## config.mk

```make
export PLATFORM = sky130hd
export DESIGN_NAME = mem_ctrl_flat
export DESIGN_NICKNAME = d
export VERILOG_FILES = /design/src/rtl/mem_ctrl_pkg.sv /design/src/rtl/mem_ctrl_if.sv /design/src/rtl/mem_ctrl.sv /design/src/flat_wrapper.sv
export SDC_FILE = /design/constraint.sdc
export NUM_CORES = 1
export LEC_CHECK = 0
export CAP_MARGIN = 20
export CORE_ASPECT_RATIO = 1.5
export CORE_MARGIN = 2
export CORE_UTILIZATION = 58
export DETAILED_ROUTE_END_ITERATION = 10
export DONT_BUFFER_PORTS = 1
export MAX_ROUTING_LAYER = met4
export PLACE_DENSITY = 0.81
export SYNTH_ARGS = -nofsm -noshare
export SYNTH_HDL_FRONTEND = slang
export SYNTH_SLANG_ARGS = --single-unit
```

## constraint.sdc

```tcl
create_clock -name clk -period 3.17 [get_ports clk]
set_input_delay 0.634 -clock clk [delete_from_list [all_inputs] [get_ports clk]]
set_output_delay 0.634 -clock clk [all_outputs]
set_load 0.01 [all_outputs]
```

## src/rtl/mem_ctrl_pkg.sv

```systemverilog
// rtl/mem_ctrl_pkg.sv - shared status, rw, owner and state codes for the memory controller
package mem_ctrl_pkg;

    localparam int STATUS_W = 2;

    typedef enum logic [STATUS_W-1:0] {
        ST_INIT = 2'b00,
        ST_BUSY = 2'b01,
        ST_DONE = 2'b10
    } mem_status_e;

    localparam logic [1:0] RW_IDLE  = 2'b00;
    localparam logic [1:0] RW_READ  = 2'b01;
    localparam logic [1:0] RW_WRITE = 2'b10;

    typedef enum logic {
        OWN_IF  = 1'b0,
        OWN_MEM = 1'b1
    } owner_e;

    typedef enum logic [1:0] {
        S_IDLE = 2'b00,
        S_XFER = 2'b01,
        S_DONE = 2'b10
    } state_e;

    // Byte count from the MEM-stage size field; anything other than 1 or 2 is a word.
    function automatic logic [2:0] byte_count(input logic [2:0] times);
        case (times)
            3'd1:    return 3'd1;
            3'd2:    return 3'd2;
            default: return 3'd4;
        endcase
    endfunction

endpackage

```

## src/rtl/mem_ctrl_if.sv

```systemverilog
// rtl/mem_ctrl_if.sv - MEM-stage, instruction-fetch and byte-wide RAM signals of the memory controller
interface mem_ctrl_if #(
    parameter int ADDR_W = 32,
    parameter int DATA_W = 32
);
    import mem_ctrl_pkg::*;

    logic [ADDR_W-1:0]   mem_addr_i;
    logic [DATA_W-1:0]   mem_data_i;
    logic [2:0]          mem_times_i;
    logic [1:0]          mem_rw_i;
    logic [DATA_W-1:0]   mem_data_o;
    logic [STATUS_W-1:0] mem_status_o;

    logic                if_req_i;
    logic [ADDR_W-1:0]   if_addr_i;
    logic [DATA_W-1:0]   if_data_o;
    logic [STATUS_W-1:0] if_status_o;

    logic [7:0]          ram_din;
    logic [7:0]          ram_dout;
    logic [ADDR_W-1:0]   ram_a;
    logic                ram_wr;

    modport slave (
        input  mem_addr_i, mem_data_i, mem_times_i, mem_rw_i, if_req_i, if_addr_i, ram_din,
        output mem_data_o, mem_status_o, if_data_o, if_status_o, ram_dout, ram_a, ram_wr
    );

    modport master (
        output mem_addr_i, mem_data_i, mem_times_i, mem_rw_i, if_req_i, if_addr_i, ram_din,
        input  mem_data_o, mem_status_o, if_data_o, if_status_o, ram_dout, ram_a, ram_wr
    );

endinterface

```

## src/rtl/mem_ctrl.sv

```systemverilog
// rtl/mem_ctrl.sv - serialises 1/2/4-byte IF/MEM requests onto a byte-wide 1-cycle-latency RAM
module mem_ctrl
    import mem_ctrl_pkg::*;
#(
    parameter int ADDR_W = 32,
    parameter int DATA_W = 32
) (
    input  logic      clk,
    input  logic      rst,
    mem_ctrl_if.slave bus
);

    state_e              state_q, state_d;
    owner_e              owner_q, owner_d;
    logic                wr_q, wr_d;
    logic [2:0]          n_q, n_d;
    logic [2:0]          k_q, k_d;
    logic [ADDR_W-1:0]   addr_q, addr_d;
    logic [DATA_W-1:0]   wdata_q, wdata_d;
    logic [DATA_W-1:0]   buf_q, buf_d;
    logic [DATA_W-1:0]   mem_data_q, mem_data_d;
    logic [DATA_W-1:0]   if_data_q, if_data_d;
    logic [STATUS_W-1:0] mem_status_q, mem_status_d;
    logic [STATUS_W-1:0] if_status_q, if_status_d;

    logic       finish;
    logic [1:0] lane;
    logic [1:0] last_idx;

    always_comb begin
        state_d      = state_q;
        owner_d      = owner_q;
        wr_d         = wr_q;
        n_d          = n_q;
        k_d          = k_q;
        addr_d       = addr_q;
        wdata_d      = wdata_q;
        buf_d        = buf_q;
        mem_data_d   = mem_data_q;
        if_data_d    = if_data_q;
        mem_status_d = mem_status_q;
        if_status_d  = if_status_q;
        finish       = 1'b0;
        lane         = k_q[1:0] - 2'd1;
        last_idx     = 2'(n_q - 3'd1);
        bus.ram_wr   = 1'b0;
        bus.ram_a    = '0;
        bus.ram_dout = '0;

        case (state_q)
            S_IDLE: begin
                // MEM outranks IF; only one requester is ever latched.
                if (bus.mem_rw_i != RW_IDLE) begin
                    owner_d      = OWN_MEM;
                    wr_d         = (bus.mem_rw_i == RW_WRITE);
                    n_d          = byte_count(bus.mem_times_i);
                    addr_d       = bus.mem_addr_i;
                    wdata_d      = bus.mem_data_i;
                    mem_status_d = ST_BUSY;
                    k_d          = '0;
                    buf_d        = '0;
                    state_d      = S_XFER;
                end else if (bus.if_req_i) begin
                    owner_d      = OWN_IF;
                    wr_d         = 1'b0;
                    n_d          = 3'd4;
                    addr_d       = bus.if_addr_i;
                    wdata_d      = '0;
                    if_status_d  = ST_BUSY;
                    k_d          = '0;
                    buf_d        = '0;
                    state_d      = S_XFER;
                end
            end

            S_XFER: begin
                // On a read the address bus parks on the last byte while its data returns.
                bus.ram_a = addr_q + ADDR_W'((k_q == n_q) ? last_idx : k_q[1:0]);
                k_d       = k_q + 3'd1;
                if (wr_q) begin
                    bus.ram_wr   = 1'b1;
                    bus.ram_dout = wdata_q[{k_q[1:0], 3'b000} +: 8];
                    finish       = (k_q == n_q - 3'd1);
                end else begin
                    if (k_q != 3'd0) begin
                        buf_d[{lane, 3'b000} +: 8] = bus.ram_din;
                    end
                    finish = (k_q == n_q);
                end
                if (finish) begin
                    state_d = S_DONE;
                    if (owner_q == OWN_MEM) begin
                        mem_status_d = ST_DONE;
                        if (!wr_q) begin
                            mem_data_d = buf_d;
                        end
                    end else begin
                        if_status_d = ST_DONE;
                        if_data_d   = buf_d;
                    end
                end
            end

            S_DONE: begin
                mem_status_d = ST_INIT;
                if_status_d  = ST_INIT;
                state_d      = S_IDLE;
            end

            default: state_d = S_IDLE;
        endcase
    end

    always_ff @(posedge clk) begin
        if (rst) begin
            state_q      <= S_IDLE;
            owner_q      <= OWN_IF;
            wr_q         <= 1'b0;
            n_q          <= '0;
            k_q          <= '0;
            addr_q       <= '0;
            wdata_q      <= '0;
            buf_q        <= '0;
            mem_data_q   <= '0;
            if_data_q    <= '0;
            mem_status_q <= ST_INIT;
            if_status_q  <= ST_INIT;
        end else begin
            state_q      <= state_d;
            owner_q      <= owner_d;
            wr_q         <= wr_d;
            n_q          <= n_d;
            k_q          <= k_d;
            addr_q       <= addr_d;
            wdata_q      <= wdata_d;
            buf_q        <= buf_d;
            mem_data_q   <= mem_data_d;
            if_data_q    <= if_data_d;
            mem_status_q <= mem_status_d;
            if_status_q  <= if_status_d;
        end
    end

    assign bus.mem_data_o   = mem_data_q;
    assign bus.if_data_o    = if_data_q;
    assign bus.mem_status_o = mem_status_q;
    assign bus.if_status_o  = if_status_q;

endmodule

```

## src/flat_wrapper.sv

```systemverilog
// flat-port wrapper written by rule: the top's interface ports become plain ports
module mem_ctrl_flat import mem_ctrl_pkg::*;
#(
    parameter int ADDR_W = 32,
    parameter int DATA_W = 32
)
  (clk, rst, bus_mem_addr_i, bus_mem_data_i, bus_mem_times_i, bus_mem_rw_i, bus_if_req_i, bus_if_addr_i, bus_ram_din, bus_mem_data_o, bus_mem_status_o, bus_if_data_o, bus_if_status_o, bus_ram_dout, bus_ram_a, bus_ram_wr);
  mem_ctrl_if #(.ADDR_W(ADDR_W), .DATA_W(DATA_W)) bus_i ();
  input  logic clk;
  input  logic rst;
  input wire logic [$bits(bus_i.mem_addr_i)-1:0] bus_mem_addr_i;
  input wire logic [$bits(bus_i.mem_data_i)-1:0] bus_mem_data_i;
  input wire logic [$bits(bus_i.mem_times_i)-1:0] bus_mem_times_i;
  input wire logic [$bits(bus_i.mem_rw_i)-1:0] bus_mem_rw_i;
  input wire logic [$bits(bus_i.if_req_i)-1:0] bus_if_req_i;
  input wire logic [$bits(bus_i.if_addr_i)-1:0] bus_if_addr_i;
  input wire logic [$bits(bus_i.ram_din)-1:0] bus_ram_din;
  output wire logic [$bits(bus_i.mem_data_o)-1:0] bus_mem_data_o;
  output wire logic [$bits(bus_i.mem_status_o)-1:0] bus_mem_status_o;
  output wire logic [$bits(bus_i.if_data_o)-1:0] bus_if_data_o;
  output wire logic [$bits(bus_i.if_status_o)-1:0] bus_if_status_o;
  output wire logic [$bits(bus_i.ram_dout)-1:0] bus_ram_dout;
  output wire logic [$bits(bus_i.ram_a)-1:0] bus_ram_a;
  output wire logic [$bits(bus_i.ram_wr)-1:0] bus_ram_wr;
  assign bus_i.mem_addr_i = bus_mem_addr_i;
  assign bus_i.mem_data_i = bus_mem_data_i;
  assign bus_i.mem_times_i = bus_mem_times_i;
  assign bus_i.mem_rw_i = bus_mem_rw_i;
  assign bus_i.if_req_i = bus_if_req_i;
  assign bus_i.if_addr_i = bus_if_addr_i;
  assign bus_i.ram_din = bus_ram_din;
  assign bus_mem_data_o = bus_i.mem_data_o;
  assign bus_mem_status_o = bus_i.mem_status_o;
  assign bus_if_data_o = bus_i.if_data_o;
  assign bus_if_status_o = bus_i.if_status_o;
  assign bus_ram_dout = bus_i.ram_dout;
  assign bus_ram_a = bus_i.ram_a;
  assign bus_ram_wr = bus_i.ram_wr;
  mem_ctrl #(.ADDR_W(ADDR_W), .DATA_W(DATA_W)) u_core (.clk(clk), .rst(rst), .bus(bus_i));
endmodule
```

==> results of run 1 <==
## how the worst max path moves through the flow
| stage | endpoint | slack, ns | depth (start not counted) |
|---|---|---|---|
| 5_1_grt | bus_ram_a[24] | -0.59 | 12 |
| 3_5_place_dp | bus_ram_a[26] | -0.07 | 11 |
| 3_3_place_gp | bus_ram_a[26] | 0.008 | 11 |
| 6_report | bus_ram_a[24] | -0.42 | 12 |
| 4_1_cts | bus_ram_a[24] | -0.33 | 12 |
| 2_1_floorplan | bus_ram_a[26] | 0.002 | 12 |
## flip-flops by register name, summed over array words and instances, names as in the netlist
register	flops
u_core.addr_q	32
u_core.buf_q	32
u_core.bus.if_data_o	32
u_core.bus.mem_data_o	32
u_core.wdata_q	32
u_core.k_q	3
u_core.n_q	3
u_core.bus.if_status_o	2
u_core.bus.mem_status_o	2
u_core.state_q	2
u_core.owner_q	1
u_core.wr_q	1
## cell usage in the layout, fill, tap and decap left out, types with 4 or more instances in the layout
master	instances
nor2_1	178
nor3b_1	5
dfxtp_2	5
and2_4	4
mux4_2	8
nor2_2	21
ha_1	11
a2bb2oi_1	32
a22oi_1	42
clkinv_8	4
mux2i_1	29
inv_1	12
dfxtp_1	168
a211oi_1	65
o21ai_0	35
nand4_1	12
xnor2_1	8
clkbuf_16	17
inv_8	6
nand2_1	48
a311oi_2	30
and2_1	36
and3_1	5
nand3_1	10
nand2b_1	6
buf_4	31
xor2_1	22
a21oi_1	5
## critical path, stage by stage, from the launching register on
cell	delay, ns
dfxtp_2	0.34
xnor2_2	0.22
nand3_2	0.17
buf_4	0.17
o21ai_2	0.12
inv_1	0.08
fa_2	0.36
nand3b_1	0.24
nor3_4	0.23
buf_12	0.15
nand4_1	0.14
xor2_1	0.19
nor2_2	0.13
## repair_timing
action                     CTS  global route
setup endpoints to repair   26            27
buffers inserted             8             4
pin swaps                   13            17
resized for setup           30            24
cloned                       0             0
## routing by layer
| metal | vias to the layer above | share of wire [%] | global-route usage (%) |
|---|---|---|---|
| met5 | - | 0 | - |
| met1 | 3262 | 39 | 29.3 |
| met4 | 0 | 2.0 | 8.93 |
| met2 | 246 | 52 | 46.1 |
| met3 | 34 | 6.8 | 6.19 |
| li1 | 3270 | - | - |
## kinds of logic (layout without fill, tap and decap cells)
group                      Yosys count  after routing  share of synthesized area (%)
and+or+nand+nor                    359            359                           20.2
AOI/OAI and AO/OA                  222            222                           22.0
DFF                                174            174                           41.3
buffers and inverters               92             81                           5.27
muxes                               37             37                           5.58
xor gates and xnor gates            34             34                           3.69
adders and majority gates           13             13                           2.02
## where the power goes
part	leakage (nW)	internal [mW]	total (mW)	switching, mW
logic	1.51	1.16	2.80	1.64
registers	1.43	2.70	3.26	0.561
clock network	0.304	1.15	2.15	1.00
total	3.24	5.01	8.21	3.20
## final cells by class
class	count	share of cell area, %
Sequential cell	174	37.1
Timing Repair Buffer	36	3.26
Inverter	13	0.519
Clock inverter	15	2.10
Multi-Input combinational cell	665	49.8
Clock buffer	17	4.52
Tap cell	196	2.61
==> key figures, run 1 <==
Floorplanning
  – # IOs: 221
  – Die ar.: 15,500 µm²
  – Starting density of the core: 58.6%
  – Core Region: 14,400 µm²
  – Die Wd: 102 µm
  – Rows: 54
  – Die H: 152 µm

Global route
  – GR Overflow Total: 0
  – GR Util All Layers: 26.4%
  – Number of global-route vias before repair: 6,344
  – Global-route wire length before repair: 31,700 µm
  – Initial antenna violation count: 0
  – Largest net degree at the start of global routing: 178

Worst setup path
  – Kind of critical path: reg -> out
  – CP endpoint kind: primary output
  – Worst EP required: 2.54 ns
  – Launch point of the worst reg-to-reg path: u_core.state_q[1]
  – R2R cell count: 7
  – CP startpoint: u_core.k_q[1]
  – FF-to-FF End: u_core.buf_q[4]
  – Startpoint Class: register
  – Register-to-register setup slack: 0.67 ns
  – Critical path arrival: 2.95 ns
  – Worst-path maximum fanout: 10

Yosys
  – Most used DFF post-synth: dfxtp_1
  – Largest area contributor in the netlist: dfxtp_1
  – Syn Std Cell Area: 8430 µm²
  – Syn avg cell area: 9.06 µm²
  – Top-area cell type share of the netlist area: 41.3%
  – Synth Register Bits: 174
  – Cell variety after synth: 53
  – Yosys warning count: 0
  – Post-synth top cells: nor2_1, dfxtp_1, a211oi_1, nand2_1
  – Register area share after synthesis: 41.3%
  – Synth Net Count: 1,056
  – Synth top area cells: dfxtp_1, nor2_1, a211oi_1
  – Most common cell in the synthesized netlist: nor2_1
  – Asr flop ratio synth: 0%
  – EDFF count, synth: 0
  – Cell count after synthesis: 931

CTS
  – TritonCTS Buffers: 17
  – H-tree depth: 4
  – Clock buffer depth: 2
  – Clk_lat worst skew: 0.43 ns
  – Clk sinks: 174
  – CTS tree: built
  – Clock Pin Slew Worst Setup and Hold Paths: 0.07 ns
  – Root Driver: clkbuf_16
  – Hold buffer count at CTS: 0

STA
  – Hold Violations, Final: 0
  – Slew headroom: 47.0%
  – Slew @ Worst Pin: 0.784 ns
  – Final Setup Violations: 24
  – Part of the cycle the worst path needs: 113%
  – Hold_ws: 0.281 ns
  – Max Clk Rate: 279 MHz
  – Setup TNS: -5.47 ns
  – Slew Limit Fails: 0
  – Unrepaired setup endpoints after global routing: yes
  – Setup WS post-layout: -0.418 ns
  – Minimum clock period: 3.59 ns
  – Clk_skew: 0.0159 ns

Drt
  – Post-DRT Antenna Nets: 0
  – Avg WL per Cell: 18.8 µm
  – Routed WL: 21,000 µm
  – Drc violations: 0
  – Via density: 6.10
  – Detailed-route via count: 6,812
  – First-pass DRT Iterations: 5
  – 1st-iter DRT viols: 461

Cells and area
  – Register area: 3490 µm²
  – Final Net Count: 1,032
  – Layout area overhead: 11.5%
  – Share of layout cells above drive strength 1: 18.5%
  – Fillers: 1,154
  – Ant. Diodes: 0
  – Final Instance Count excl. Fillers: 1,116
  – Multi-input logic area: 4690 µm²
  – Finished Core Util: 65.4%
  – Post-route design area: 9410 µm²

Hold path
  – Hold path endpoint: u_core.addr_q[30]
  – Worst Hold Class: in -> reg
  – Hold path depth: 1
  – HP Start: rst

Placement
  – GP Congestion: 0.814
  – Post-Place Setup Slack: -0.0701 ns
  – Final HPWL DP: 13,800 µm
  – Placed inst area: 8520 µm²
  – Cell count after placement: 1,072
  – Port bufs: 0

Power
  – Pwr dens: 873 nW/µm²
  – Tot Pwr: 8.21 mW
  – Maximum vdd drop: 0.472 mV
  – Cell leakage power: 3.24 nW

Run status
  – Outcome: complete, but fails checks
  – Failing checks: setup timing

Run
  – Max Cap Viol: 0
Note: power is estimated with default switching activity, not from simulation.
==> run 2: changes to the inputs <==
--- a/config.mk
+++ b/config.mk
@@ -5,10 +5,13 @@
 export SDC_FILE = /design/constraint.sdc
 export NUM_CORES = 1
 export LEC_CHECK = 0
+export ABC_AREA = 0
 export CAP_MARGIN = 20
+export CELL_PAD_IN_SITES_DETAIL_PLACEMENT = 1
+export CELL_PAD_IN_SITES_GLOBAL_PLACEMENT = 2
 export CORE_ASPECT_RATIO = 1.5
 export CORE_MARGIN = 2
-export CORE_UTILIZATION = 58
+export CORE_UTILIZATION = 34
 export DETAILED_ROUTE_END_ITERATION = 10
 export DONT_BUFFER_PORTS = 1
 export MAX_ROUTING_LAYER = met4
==> key figures, run 2 (synthesis results as in run 1) <==
Run status
  – Outcome: complete, but fails checks
  – Failing checks: setup timing

CTS
  – CTS tree: built
  – Clock buffer depth: 2 (unchanged)
  – Root Driver: clkbuf_16
  – Clk_lat worst skew: 0.42 ns (about the same)
  – Clk sinks: 174 (unchanged)
  – H-tree depth: 4 (unchanged)
  – TritonCTS Buffers: 17 (unchanged)
  – Clock Pin Slew Worst Setup and Hold Paths: 0.07 ns (about the same)

Worst setup path
  – Startpoint Class: register
  – CP endpoint kind: primary output
  – Kind of critical path: reg -> out
  – R2R cell count: 7 (unchanged)
  – CP startpoint: u_core.k_q[1]
  – Worst-path maximum fanout: 4 (-6)
  – Critical path arrival: 3.01 ns (+0.06 ns)
  – Launch point of the worst reg-to-reg path: u_core.k_q[0]
  – Worst EP required: 2.54 ns (about the same)

Drt
  – Via density: 5.42 (-11%)
  – First-pass DRT Iterations: 4 (-1)
  – Top routing layer in use: met4
  – WL met3: 1310 µm (-8.5%)
  – Drc violations: 0 (unchanged)
  – Wire length on met2: 13,400 µm (+21%)
  – Detailed-route via count: 6,839 (+0.40%)
  – Avg WL per Cell: 19.8 µm (+5.1%)
  – Routed length on met1: 9840 µm (+21%)
  – Post-DRT Antenna Nets: 0 (unchanged)
  – 1st-iter DRT viols: 309 (-33%)
  – Routed WL: 25,000 µm (+19%)

Global route
  – Initial antenna violation count: 0 (unchanged)
  – Global-route wire length before repair: 39,500 µm (+25%)
  – GR Util All Layers: 19.7% (-6.7 points)
  – Largest net degree at the start of global routing: 178 (unchanged)
  – Number of global-route vias before repair: 7,124 (+12%)
  – GR Overflow Total: 0 (unchanged)

Power
  – Maximum vdd drop: 0.470 mV (-0.38%)
  – Tot Pwr: 8.35 mW (+1.8%)
  – Cell leakage power: 3.38 nW (+4.2%)
  – Pwr dens: 852 nW/µm² (-2.3%)

Hold path
  – Hold path depth: 1 (unchanged)
  – Worst Hold Class: in -> reg
  – HP Start: rst

Floorplanning
  – # IOs: 221 (unchanged)
  – Die Wd: 133 µm (+29%)
  – Core Region: 24,300 µm² (+69%)
  – Rows: 70 (+30%)
  – Die H: 197 µm (+30%)
  – Starting density of the core: 34.6% (-24 points)
  – Die ar.: 26,100 µm² (+68%)

STA
  – Setup TNS: -8.59 ns (-3.12 ns)
  – Max Clk Rate: 274 MHz (-1.6%)
  – Slew headroom: 51.6% (+4.6 points)
  – Slew Limit Fails: 0 (unchanged)
  – Hold Violations, Final: 0 (unchanged)
  – Minimum clock period: 3.65 ns (+0.0565 ns)
  – Unrepaired setup endpoints after global routing: yes
  – Slew @ Worst Pin: 0.725 ns (-0.0588 ns)
  – Part of the cycle the worst path needs: 115% (+1.8 points)
  – Final Setup Violations: 29 (+21%)
  – Clk_skew: 0.00940 ns (-0.00651 ns)
  – Setup WS post-layout: -0.475 ns (-0.0565 ns)
  – Hold_ws: 0.289 ns (+0.00821 ns)

Placement
  – Final HPWL DP: 16,900 µm (+22%)
  – GP Congestion: 0.792 (-2.7%)
  – Post-Place Setup Slack: -0.145 ns (-0.0746 ns)
  – Port bufs: 0 (unchanged)

Cells and area
  – Fillers: 2,795 (+140%)
  – Most common cell after layout, fill and taps aside: nor2_1
  – Most frequent cells in the layout: nor2_1, dfxtp_1, a211oi_1
  – Share of layout cells above drive strength 1: 21.1% (+2.7 points)
  – Finished Core Util: 40.2% (-25 points)
  – Layout area overhead: 16.2%
  – Ant. Diodes: 0 (unchanged)
  – Final Net Count: 1,049 (+1.6%)

Run
  – Max Cap Viol: 0 (unchanged)
run 2: changes by cell type in the layout (fill, tap and decap cells not counted), moves of 3 or more:
cell	previous run	this run
xor2_2	0	3
nand3_4	0	3
buf_6	3	9
buf_4	31	41
inv_6	1	5
nand3_1	10	5
xor2_1	22	19
clkinv_8	4	0
run 2: what timing repair did:
item	in CTS	in global routing
buffers inserted	12	6
endpoints found under the setup margin	30	29
gates resized for setup	58	19
pin swaps	20	17
cloned	1	0
hold buffers	0	0
run 2: power breakdown:
part | internal, mW | total [mW] | switching, mW
Clock | 1.07 | 2.07 | 0.997
Combinational | 1.28 | 3.02 | 1.74
Sequential | 2.70 | 3.26 | 0.566
run 2: through the flow:
stage / instances / instance area, µm²
finish: 1261 / 9800
global route: 1261 / 9800
CTS: 1256 / 9680
detailed placement: 1212 / 8790
global placement: 1212 / 8790
floorplan: 931 / 8460
run 2: final timing paths:
check	endpoint	slack, ns
worst max register to register	u_core.bus.if_data_o[15]	0.57
worst min register to register	u_core.buf_q[18]	0.49
worst min-delay path	u_core.addr_q[30]	0.29
worst max-delay path	bus_ram_a[28]	-0.48
run 2: worst max-delay path, cell delays in order, from the launching register on:
cell and delay (ns):
dfxtp_2 0.34, xnor2_2 0.24, nand3_4 0.13, o21ai_2 0.15, ha_2 0.21, inv_2 0.04, fa_2 0.33, nand3b_1 0.23
nor3_4 0.22, buf_12 0.15, buf_4 0.10, nand4_1 0.09, xor2_1 0.19, nor2_2 0.16
run 2: final cells by class:
| class | instances | area, µm² | area share (%) |
|---|---|---|---|
| flip-flops and latches | 174 | 3490 | 35.6 |
| clock inverters | 14 | 134 | 1.37 |
| inverters | 13 | 48.8 | 0.498 |
| multi-input cells | 665 | 4810 | 49.1 |
| repair buffers | 53 | 469 | 4.79 |
| well taps | 324 | 405 | 4.14 |
| clock buffers | 18 | 439 | 4.48 |
run 2: per-layer routing:
layer,vias up,GRT usage (%)
met2,163,35.5
met4,0,6.17
met3,21,4.71
li1,3298,-
met1,3357,21.3
met5,-,-
==> run 3: changes to the inputs <==
--- a/config.mk
+++ b/config.mk
@@ -12,6 +12,7 @@
 export CORE_ASPECT_RATIO = 1.5
 export CORE_MARGIN = 2
 export CORE_UTILIZATION = 34
+export CTS_CLUSTER_SIZE = 12
 export DETAILED_ROUTE_END_ITERATION = 10
 export DONT_BUFFER_PORTS = 1
 export MAX_ROUTING_LAYER = met4
==> results of run 3 <==
Same layout as run 2: the final DEF is identical, and so are final timing and power.
